`config.mk`:
```
export PLATFORM = sky130hd
export DESIGN_NAME = logic_unit_arbiter
export DESIGN_NICKNAME = d
export VERILOG_FILES = /design/src/rtl/logic_unit_arbiter.sv
export SDC_FILE = /design/constraint.sdc
export NUM_CORES = 1
export LEC_CHECK = 0
export ABC_CLOCK_PERIOD_IN_PS = 1850
export BUFFER_PORTS_ARGS = -buffer_cell sky130_fd_sc_hd__buf_2
export CAP_MARGIN = 20
export CELL_PAD_IN_SITES_DETAIL_PLACEMENT = 0
export CELL_PAD_IN_SITES_GLOBAL_PLACEMENT = 1
export CORE_MARGIN = 1.5
export CORE_UTILIZATION = 30
export CTS_BUF_LIST = sky130_fd_sc_hd__clkbuf_4 sky130_fd_sc_hd__clkbuf_8 sky130_fd_sc_hd__clkbuf_16
export DETAILED_ROUTE_END_ITERATION = 7
export GPL_TIMING_DRIVEN = 0
export HOLD_SLACK_MARGIN = 0.05
export PLACE_DENSITY_LB_ADDON = 0.1
export SLEW_MARGIN = 30
export SYNTH_ARGS = -nofsm -noshare
export SYNTH_HDL_FRONTEND = slang
export SYNTH_SLANG_ARGS = --single-unit
```
`constraint.sdc`:
```
create_clock -name clk -period 1.85 [get_ports clk]
set_input_delay 0.555 -clock clk [delete_from_list [all_inputs] [get_ports clk]]
set_output_delay 0.555 -clock clk [all_outputs]
set_load 0.02 [all_outputs]
```
`src/rtl/logic_unit_arbiter.sv`:
```
// Round-robin sequencer sharing one two-input gate unit among NREQ requesters.
// Grants one requester, drives the unit operands, and returns a registered, id-tagged result.
module logic_unit_arbiter #(
   parameter int NREQ = 4,
   parameter int IDW  = 2
) (
   input  logic              clk,
   input  logic              rst,
   input  logic [NREQ-1:0]   req,
   input  logic [NREQ-1:0]   a_in,
   input  logic [NREQ-1:0]   b_in,
   input  logic [3*NREQ-1:0] op_in,
   output logic [NREQ-1:0]   gnt,
   output logic              lu_a,
   output logic              lu_b,
   input  logic [6:0]        lu_o,
   output logic              res_valid,
   output logic [IDW-1:0]    res_id,
   output logic              res_out,
   output logic              res_err,
   output logic              busy
);

   typedef enum logic [1:0] {
      IDLE,
      EVAL,
      DONE
   } state_t;

   localparam int unsigned       NREQ_U   = NREQ;
   localparam logic [IDW-1:0]    LAST_IDX = IDW'(NREQ - 1);

   state_t         state, state_nxt;
   logic [IDW-1:0] ptr;
   logic [IDW-1:0] sel;
   logic [IDW-1:0] id_q;
   logic [2:0]     op_q;
   logic           do_grant;
   logic           do_result;
   logic           dec_out;
   logic           dec_err;

   // First asserted request at or after ptr, wrapping past NREQ-1.
   always_comb begin
      logic found;
      sel   = '0;
      found = 1'b0;
      for (int unsigned k = 0; k < NREQ_U; k++) begin
         int unsigned idx;
         idx = 32'(ptr) + k;
         if (idx >= NREQ_U) idx = idx - NREQ_U;
         if (!found && req[idx]) begin
            found = 1'b1;
            sel   = IDW'(idx);
         end
      end
   end

   always_ff @(posedge clk or posedge rst) begin
      if (rst) state <= IDLE;
      else     state <= state_nxt;
   end

   always_comb begin
      state_nxt = state;
      do_grant  = 1'b0;
      do_result = 1'b0;
      case (state)
         IDLE: begin
            if (|req) begin
               do_grant  = 1'b1;
               state_nxt = EVAL;
            end
         end
         EVAL: begin
            do_result = 1'b1;
            state_nxt = DONE;
         end
         DONE: begin
            if (|req) begin
               do_grant  = 1'b1;
               state_nxt = EVAL;
            end else begin
               state_nxt = IDLE;
            end
         end
         default: state_nxt = IDLE;
      endcase
   end

   always_comb begin
      dec_out = 1'b0;
      dec_err = 1'b0;
      case (op_q)
         3'd0:    dec_out = lu_o[0];
         3'd1:    dec_out = lu_o[1];
         3'd2:    dec_out = lu_o[2];
         3'd3:    dec_out = lu_o[3];
         3'd4:    dec_out = lu_o[4];
         3'd5:    dec_out = lu_o[5];
         3'd6:    dec_out = lu_o[6];
         default: dec_err = 1'b1;
      endcase
   end

   // Operands/opcode/id are captured at the grant edge so later input changes cannot disturb the result.
   always_ff @(posedge clk or posedge rst) begin
      if (rst) begin
         ptr       <= '0;
         gnt       <= '0;
         lu_a      <= 1'b0;
         lu_b      <= 1'b0;
         op_q      <= '0;
         id_q      <= '0;
         res_valid <= 1'b0;
         res_id    <= '0;
         res_out   <= 1'b0;
         res_err   <= 1'b0;
      end else begin
         gnt       <= '0;
         res_valid <= 1'b0;
         if (do_grant) begin
            gnt  <= NREQ'(1) << sel;
            lu_a <= a_in[sel];
            lu_b <= b_in[sel];
            op_q <= op_in[3*sel +: 3];
            id_q <= sel;
            ptr  <= (sel == LAST_IDX) ? '0 : sel + IDW'(1);
         end
         if (do_result) begin
            res_valid <= 1'b1;
            res_id    <= id_q;
            res_out   <= dec_out;
            res_err   <= dec_err;
         end
      end
   end

   assign busy = (state != IDLE);

endmodule

```
Word-level counts from Yosys, hierarchy flattened
Index checks and enable logic that the tools add are counted.

Bits in registers: 20. Output and inout port bits: 12. Logic and storage cells: 87. Input port bits: 33.

Shift-type cells: 2. $lt $le $gt $ge: 9. Mux-type cells: 34. Add/subtract/negate cells: 8. Reduce and logical (&&, ||, !) cells: 12. $mul: 1. Equal/unequal tests: 10.

Operator list (number): $lt 32x3->1 const B (4); $mux 32 (4); $mux 1 (15); $bmux 1 s2 (6); $mux 2 (6); $shiftx 12x5->3 (1); $sub 3x3->4 const B (3); $eq 3x3->1 const B (3); $ge 3x3->1 const B (3); $pmux 1 s7 (1); $reduce_or 7->1 (1); $add 2x2->3 const B (2); $eq 3x2->1 const B (2); $pmux 2 s3 (1); $eq 2x2->1 const B (2); $mul 2x2->4 const A (1); $mux 4 (1); $reduce_or 4->1 (1); $shl 1x2->4 const A (1); $sub 2x3->4 const B (1); $add 2x1->3 const B (1); $eq 3x1->1 const B (1); $ge 2x3->1 const B (1); $logic_and 1x1->1 (3); 9 further kinds (11).

Longest topological paths before layout
Gate-level depths: netlist (run 1).

Depth after elaboration: 16. Mapped depth: 8. Mapped depth without buffers: 7.

Worst setup path after synthesis (run 1)
OpenSTA, ideal clock, no wires.

Path kind: input-to-reg. From: in req[2]. To: reg ptr[1]. Arrival: 1.893 ns. Cell stages on the path: 8. Library setup time: 0.117 ns. Setup slack: -0.160 ns. Path through: nor2b_1 -> or4b_4 -> and2_4 -> buf_6 -> inv_1 -> ha_1 -> nand2_1 -> nand2_1.

Word-level cells in the longest chain between the ends: 14. Elaborated cells between the ends (all ways): 27. Classes of those cells: 1 x add/sub; 1 x eq/ne; 18 x mux; 7 x reduce/logical.

Ends and longest elaborated chain: from (decl) (line 9) `input logic [NREQ-1:0] req,`; $bmux 1 s2 (line 52) `if (!found && req[idx]) begin`; $mux 1 (implied by the code) (line 52); $mux 1 (line 52); $logic_not 1->1 (line 52); $logic_and 1x1->1 (line 52); $mux 1 (line 52); $logic_not 1->1 (line 52); $logic_and 1x1->1 (line 52); $mux 1 (line 52); $logic_not 1->1 (line 52); $logic_and 1x1->1 (line 52); $mux 2 (line 52); $add 2x1->2 / $eq 2x2->1 (equally long branches) (line 128) `ptr <= (sel == LAST_IDX) ? '0 : sel + IDW'(1);`; $mux 2 (line 128); to (signal assigned) (line 128); to (decl) (line 34) `logic [IDW-1:0] ptr;`.

Several ways; a longest one is shown, not always the timed one. The select of a mux whose other input is x is not followed. A chain may end at the register's enable or synchronous reset.

Worst setup path in the final report (run 1)
Same ends and word-level chain as after synthesis.

==> flow_metrics.py, run 1 <==
metrics = {
    "run_status": {
        "status": "complete, no violations",
    },
    "sta": {
        "max_slew_margin_pct": 47.8,
        "finalClockSkew_ps": 12.6,
        "fin_crit_sh_pct": 97.4,
        "setup_viol": 0,
        "worst_slew_pin_slew_ps": 782,
        "max_freq_mhz": 555,
        "rsz0062_at_grt": "true",
        "final_max_slew_viol_count": 0,
        "fin_crit_ps": 1800,
        "hold_viol_final": 0,
        "finalSetupTns_ps": 0,
    },
    "min_path": {
        "hp-class": "primary input to asynchronous set/reset pin",
    },
    "placement": {
        "io_buffers": 44,
        "dpl.hpwl_mm": 1.81,
        "gp_congestion": 0.703,
    },
    "synth": {
        "yosys_warnings": 0,
        "avgSynthCellArea_sq_um": 10.2,
        "synth_cells": 100,
        "ys.flop_type": "dfrtp_1",
        "synth-async-reset-ratio_pct": 100,
        "synth-seq-cells": 20,
        "yosysTopAreaCell": "dfrtp_1",
        "ys_types": 30,
        "syn_area_sq_um": 1020,
        "synth_fp_nets": 134,
        "synth.yosys.seq_area_share_pct": 49.2,
        "synth_top_area_share_pct": 49.2,
        "synth-edff-count": 0,
        "synthTopCellsByArea": "dfrtp_1 (49%), mux2i_1 (6.9%), nand2_1 (4.1%), nor2_1 (3.0%), o211ai_1 (3.0%)",
    },
    "setup_path": {
        "r2r_end": "ptr[1]",
        "r2r-start": "ptr[1]",
        "crit_chain": "buf_2, nor2b_1, or4b_4, and2_4, buf_8, inv_4, ha_4, nand2_1, nand2_1",
        "worstSetupPathType": "primary input to register",
        "crit_path_end_kind": "register",
        "critPathMaxFanout": 10,
        "required_ps": 2060,
        "arrival_ps": 2010,
        "crit_slowest_cell": "or4b_4",
        "r2r_cells": 7,
        "crit_end": "ptr[1]",
        "reg2reg_setup_slack_ps": 70,
        "critPathLaunchType": "primary input",
        "crit_top_cell": "nand2_1",
        "startpoint": "req[2]",
        "slowest_delay_ps": 520,
    },
    "floorplan": {
        "start_util_pct": 32.5,
        "core-area_sq_um": 3130,
        "die-area_sq_um": 3750,
        "fp.dieW_microns": 61.2,
        "die_h_microns": 61.2,
        "io_pins": 45,
        "row_count": 20,
    },
    "global_routing": {
        "grt_max_degree": 21,
        "use_met2_pct": 20.2,
        "use_met3_pct": 2.73,
        "use_met1_pct": 20.1,
        "grt_pass1_wl_mm": 3.71,
        "grt-ovfl-total": 0,
        "grt_pass1_vias": 811,
        "grt_usage_pct": 13.7,
        "antenna_found_initial": 0,
        "grt.busiest_layer": "met2",
    },
    "routing": {
        "via_per_inst": 4.66,
        "ant_nets": 0,
        "wl_per_cell_microns": 12.5,
        "dr.pass1.iters": 4,
        "wl_mm": 2.41,
        "via_count": 900,
        "drtIter0Drc": 36,
        "drc": 0,
    },
    "cells_and_area": {
        "final_common_cell": "buf_2",
        "diodes": 0,
        "drive_gt1_share_pct": 42.3,
        "area_growth_pct": 35.9,
        "fill_cells": 337,
        "layout_common_cells": "buf_2 (44), dfrtp_1 (19), nand2_1 (11), nor2_1 (8), mux2i_1 (7)",
        "final_nets": 184,
    },
    "clock_network": {
        "cts.sinks": 20,
        "cts-buffers-inserted": 3,
        "cts_hold_buf": 0,
        "cts_tree": "yes",
        "clockBufferDepth": 2,
        "cts_root_buf": "clkbuf_4",
        "clk_latency_ps": 300,
        "clkTransAtPathRegs_ps": 120,
        "cts_max_level": 1,
    },
    "pwr": {
        "power.leakage_uw": 0.000703,
        "p_total_uw": 1900,
        "vdd_drop_max_v": 0.000432,
        "pwr_density_cell_nw_per_um2": 1380,
    },
    "flow_run": {
        "cap_viol_max_count": 0,
    },
}
-- stage by stage --
step                      area, sq um  cells  util [%]  setup slack, ps  hold slack, ps
after detailed placement         1310    188      41.9             -298             461
final                            1380    193      44.2             47.2             373
after global placement           1310    188      41.9             -276             455
after floorplan                  1040    100         -             -108             438
after CTS                        1350    192      43.1             30.8             404
after global routing             1380    193      44.2            -9.05             432
-- layer usage --
layer / part of all wire, % / routed length (microns) / vias up
met1: 50 / 1210 / 417
met4: 0.71 / 17 / 0
met2: 43 / 1030 / 31
met3: 6.2 / 148 / 2
li1: - / - / 450
met5: 0 / 0 / -
-- how the worst min path moves through the flow --
stage           endpoint  cells after the start      start  slack (ps)
6_report         op_q[0]                      2        rst         370
5_1_grt          op_q[2]                      2        rst         430
4_1_cts           ptr[0]                      2        rst         400
3_5_place_dp   res_id[0]                      2  res_id[0]         460
3_3_place_gp   res_id[0]                      2  res_id[0]         460
2_1_floorplan  res_id[0]                      2    id_q[0]         440
-- cell families after synthesis --
family | synth area share, %
AOI/OAI and AO/OA | 16.0
adders and majority gates | 1.23
buffers and inverters | 4.43
DFF | 49.2
muxes | 9.10
and+or+nand+nor | 20.0
-- final cells by class --
| type | instances | area, sq um | share of cell area [%] |
|---|---|---|---|
| Multi-Input combinational cell | 70 | 510 | 36.9 |
| Sequential cell | 20 | 502 | 36.3 |
| Timing Repair Buffer | 45 | 228 | 16.5 |
| Tap cell | 44 | 55.1 | 3.98 |
| Clock buffer | 4 | 36.3 | 2.62 |
| Inverter | 7 | 28.8 | 2.08 |
| Buffer | 3 | 22.5 | 1.63 |
-- sequential cells by signal (all words and copies together), names as in the netlist --
register / count
op_q: 3
res_err: 1
res_out: 1
id_q: 2
res_id: 2
state: 2
lu_b: 1
lu_a: 1
ptr: 2
gnt: 4
res_valid: 1
-- where the power goes --
group	internal [uW]	total [uW]	leakage (uW)	switching (uW)
logic	415	929	0.000433	514
registers	608	719	0.000249	110
clock network	120	253	0.0000210	133
-- Yosys cell counts (3+ instances only) --
| cell | instances |
|---|---|
| nand3_1 | 4 |
| o21ai_0 | 5 |
| inv_1 | 7 |
| and2_1 | 4 |
| nor2b_1 | 3 |
| o211ai_1 | 4 |
| nor2_1 | 8 |
| mux2i_1 | 7 |
| a41oi_1 | 3 |
| dfrtp_1 | 20 |
| nand2_1 | 11 |
-- what timing repair did --
action / 4_1_cts / 5_1_grt
setup buffers: 0 / 1
resized for setup: 0 / 7
setup endpoints to repair: 0 / 6
-- critical path: cells and delay by family --
kind	cells	cell delay [ps]
simple gates	5	940
fa+ha+maj	1	180
buf+inv	3	320
(Power assumes the default switching activity.)
==> inputs of run 2 (changes only) <==
Settings changed: ABC_CLOCK_PERIOD_IN_PS 1850 to default, REMOVE_ABC_BUFFERS from default to 1.
==> run 2 against run 1 <==
Effect of this change: power grew 4.5%; sequential power rose by 3%; combinational power shrank 4.3%; design area barely moved; clock power rose by 43%; count of clock-buffer cells in the layout decreased by 1; hold slack got worse by 1.7 ps; register-to-register slack got worse by 20 ps; largest cell class is now registers; largest power group unchanged.
==> flow_metrics.py, run 2 (same netlist as run 1, synthesis figures left out) <==
metrics = {
    "sta": {
        "worst_slew_pin_slew_ps": 781,
        "final_max_slew_viol_count": 0,
        "finalClockSkew_ps": 2.92,
        "rsz0062_at_grt": "false",
        "fin_crit_ps": 1820,
        "fin_crit_sh_pct": 98.2,
        "setup_viol": 0,
        "hold_viol_final": 0,
        "max_freq_mhz": 550,
        "setup_slack_ps": 33.1,
        "max_slew_margin_pct": 47.9,
    },
    "global_routing": {
        "grt_usage_pct": 14.3,
        "grt-ovfl-total": 0,
        "grt_pass1_wl_mm": 3.87,
        "grt_max_degree": 21,
        "grt_pass1_vias": 875,
        "antenna_found_initial": 0,
    },
    "cells_and_area": {
        "area_growth_pct": 36.0,
        "reg_top3": "gnt (4), op_q (3)",
        "multi_input_area_sq_um": 502,
        "layout_common_cells": "buf_2 (44), dfrtp_1 (19), nand2_1 (11), nor2_1 (8), mux2i_1 (7)",
        "largest_reg_flops": 4,
        "final_nets": 184,
        "diodes": 0,
        "drive_gt1_share_pct": 43.0,
        "final_common_cell": "buf_2",
        "layout.cells.non_filler": 193,
        "largest_register": "gnt",
        "regArea_sq_um": 502,
        "fill_cells": 315,
    },
    "routing": {
        "wl_mm": 2.62,
        "ant_nets": 0,
        "wl_met1_mm": 1.12,
        "via_per_inst": 4.78,
        "dr.pass1.iters": 4,
        "drtIter0Drc": 23,
        "drc": 0,
        "via_count": 922,
        "top_layer": "met4",
        "wl_met2_mm": 1.40,
        "wl_met3_microns": 90,
        "wl_per_cell_microns": 13.6,
    },
    "floorplan": {
        "row_count": 20,
        "die_h_microns": 61.2,
        "die-area_sq_um": 3750,
        "fp.dieW_microns": 61.2,
        "io_pins": 45,
        "start_util_pct": 32.5,
        "core-area_sq_um": 3130,
    },
    "clock_network": {
        "cts.sinks": 20,
        "cts_tree": "yes",
        "cts_root_buf": "clkbuf_4",
        "cts-buffers-inserted": 3,
        "cts_max_level": 1,
        "clockBufferDepth": 2,
        "cts_hold_buf": 0,
        "clkTransAtPathRegs_ps": 120,
        "clk_latency_ps": 300,
    },
    "placement": {
        "place_ws_ps": -506,
        "dpl.hpwl_mm": 1.81,
        "dp_cells": 185,
        "gp_congestion": 0.692,
        "io_buffers": 44,
    },
    "pwr": {
        "pwr_density_cell_nw_per_um2": 1440,
        "vdd_drop_max_v": 0.000686,
        "power.leakage_uw": 0.000708,
    },
    "setup_path": {
        "slowest_delay_ps": 560,
        "worstSetupPathType": "primary input to register",
        "critPathLaunchType": "primary input",
        "crit_buf_inv": 2,
        "crit_family": "simple AND/OR/NAND/NOR gates",
        "crit_path_end_kind": "register",
        "crit_chain": "buf_2, nor2b_1, or4b_4, and2_4, inv_1, ha_1, nand2_1, nand2_1",
        "required_ps": 2060,
        "critPathMaxFanout": 6,
        "crit_slowest_cell": "or4b_4",
        "arrival_ps": 2020,
        "crit_top_cell": "nand2_1",
        "reg2reg_setup_slack_ps": 50,
    },
    "min_path": {
        "hp-class": "primary input to asynchronous set/reset pin",
    },
    "run_status": {
        "status": "complete, no violations",
    },
    "flow_run": {
        "cap_viol_max_count": 0,
    },
}
run 2: changes by cell type in the layout (fill, tap and decap cells not counted), sizes merged:
cell | previous run | this run
and2 | 5 | 6
buf | 46 | 47
bufinv | 0 | 1
clkbuf | 6 | 3
clkinvlp | 0 | 1
inv | 7 | 6
run 2: where the power goes:
part	internal [uW]	switching [uW]
Clock	219	142
Sequential	609	128
Combinational	384	505
Total	1210	775
run 2: routing by layer:
layer / global-route usage, % / vias up
met3: 3.99 / 2
li1: - / 454
met4: 2.80 / 0
met5: 0 / -
met2: 25.8 / 23
met1: 17.0 / 443
run 2: what timing repair did:
action | 4_1_cts | 5_1_grt
setup buffers | 0 | 3
gates resized for setup | 1 | 7
endpoints found under the setup margin | 5 | 7
gates cloned | 0 | 1
hold endpoints to repair | 0 | 0
run 2: final timing paths:
check                             to  depth (start not counted)       from
setup / recovery              ptr[1]                          8     req[2]
hold / removal               res_out                          2        rst
setup reg to reg              ptr[1]                          6     ptr[1]
hold reg to reg            res_id[1]                          2  res_id[1]
max in group asynchronous     ptr[1]                          2        rst
min in group clk           res_id[1]                          2  res_id[1]
run 2: stage by stage:
stage          total power, uW  hold slack [ps]  utilization (%)  TNS [ps]  instance area [sq um]
2_1_floorplan             1290              438                -     -78.8                    998
3_3_place_gp              1530              453             40.7     -2940                   1270
3_5_place_dp              1560              468             40.7     -3020                   1270
4_1_cts                   1930              387             42.6     -4.12                   1330
5_1_grt                   2140              412             44.2         0                   1380
6_report                  1990              372             44.2         0                   1380
run 2: layout make-up:
type	instances	area share (%)
clock buffer	3	1.63
clock inverter	1	2.17
inverter	7	2.17
multi-input combinational	71	36.3
sequential	20	36.3
tap	44	3.98
timing repair buffer	47	17.5
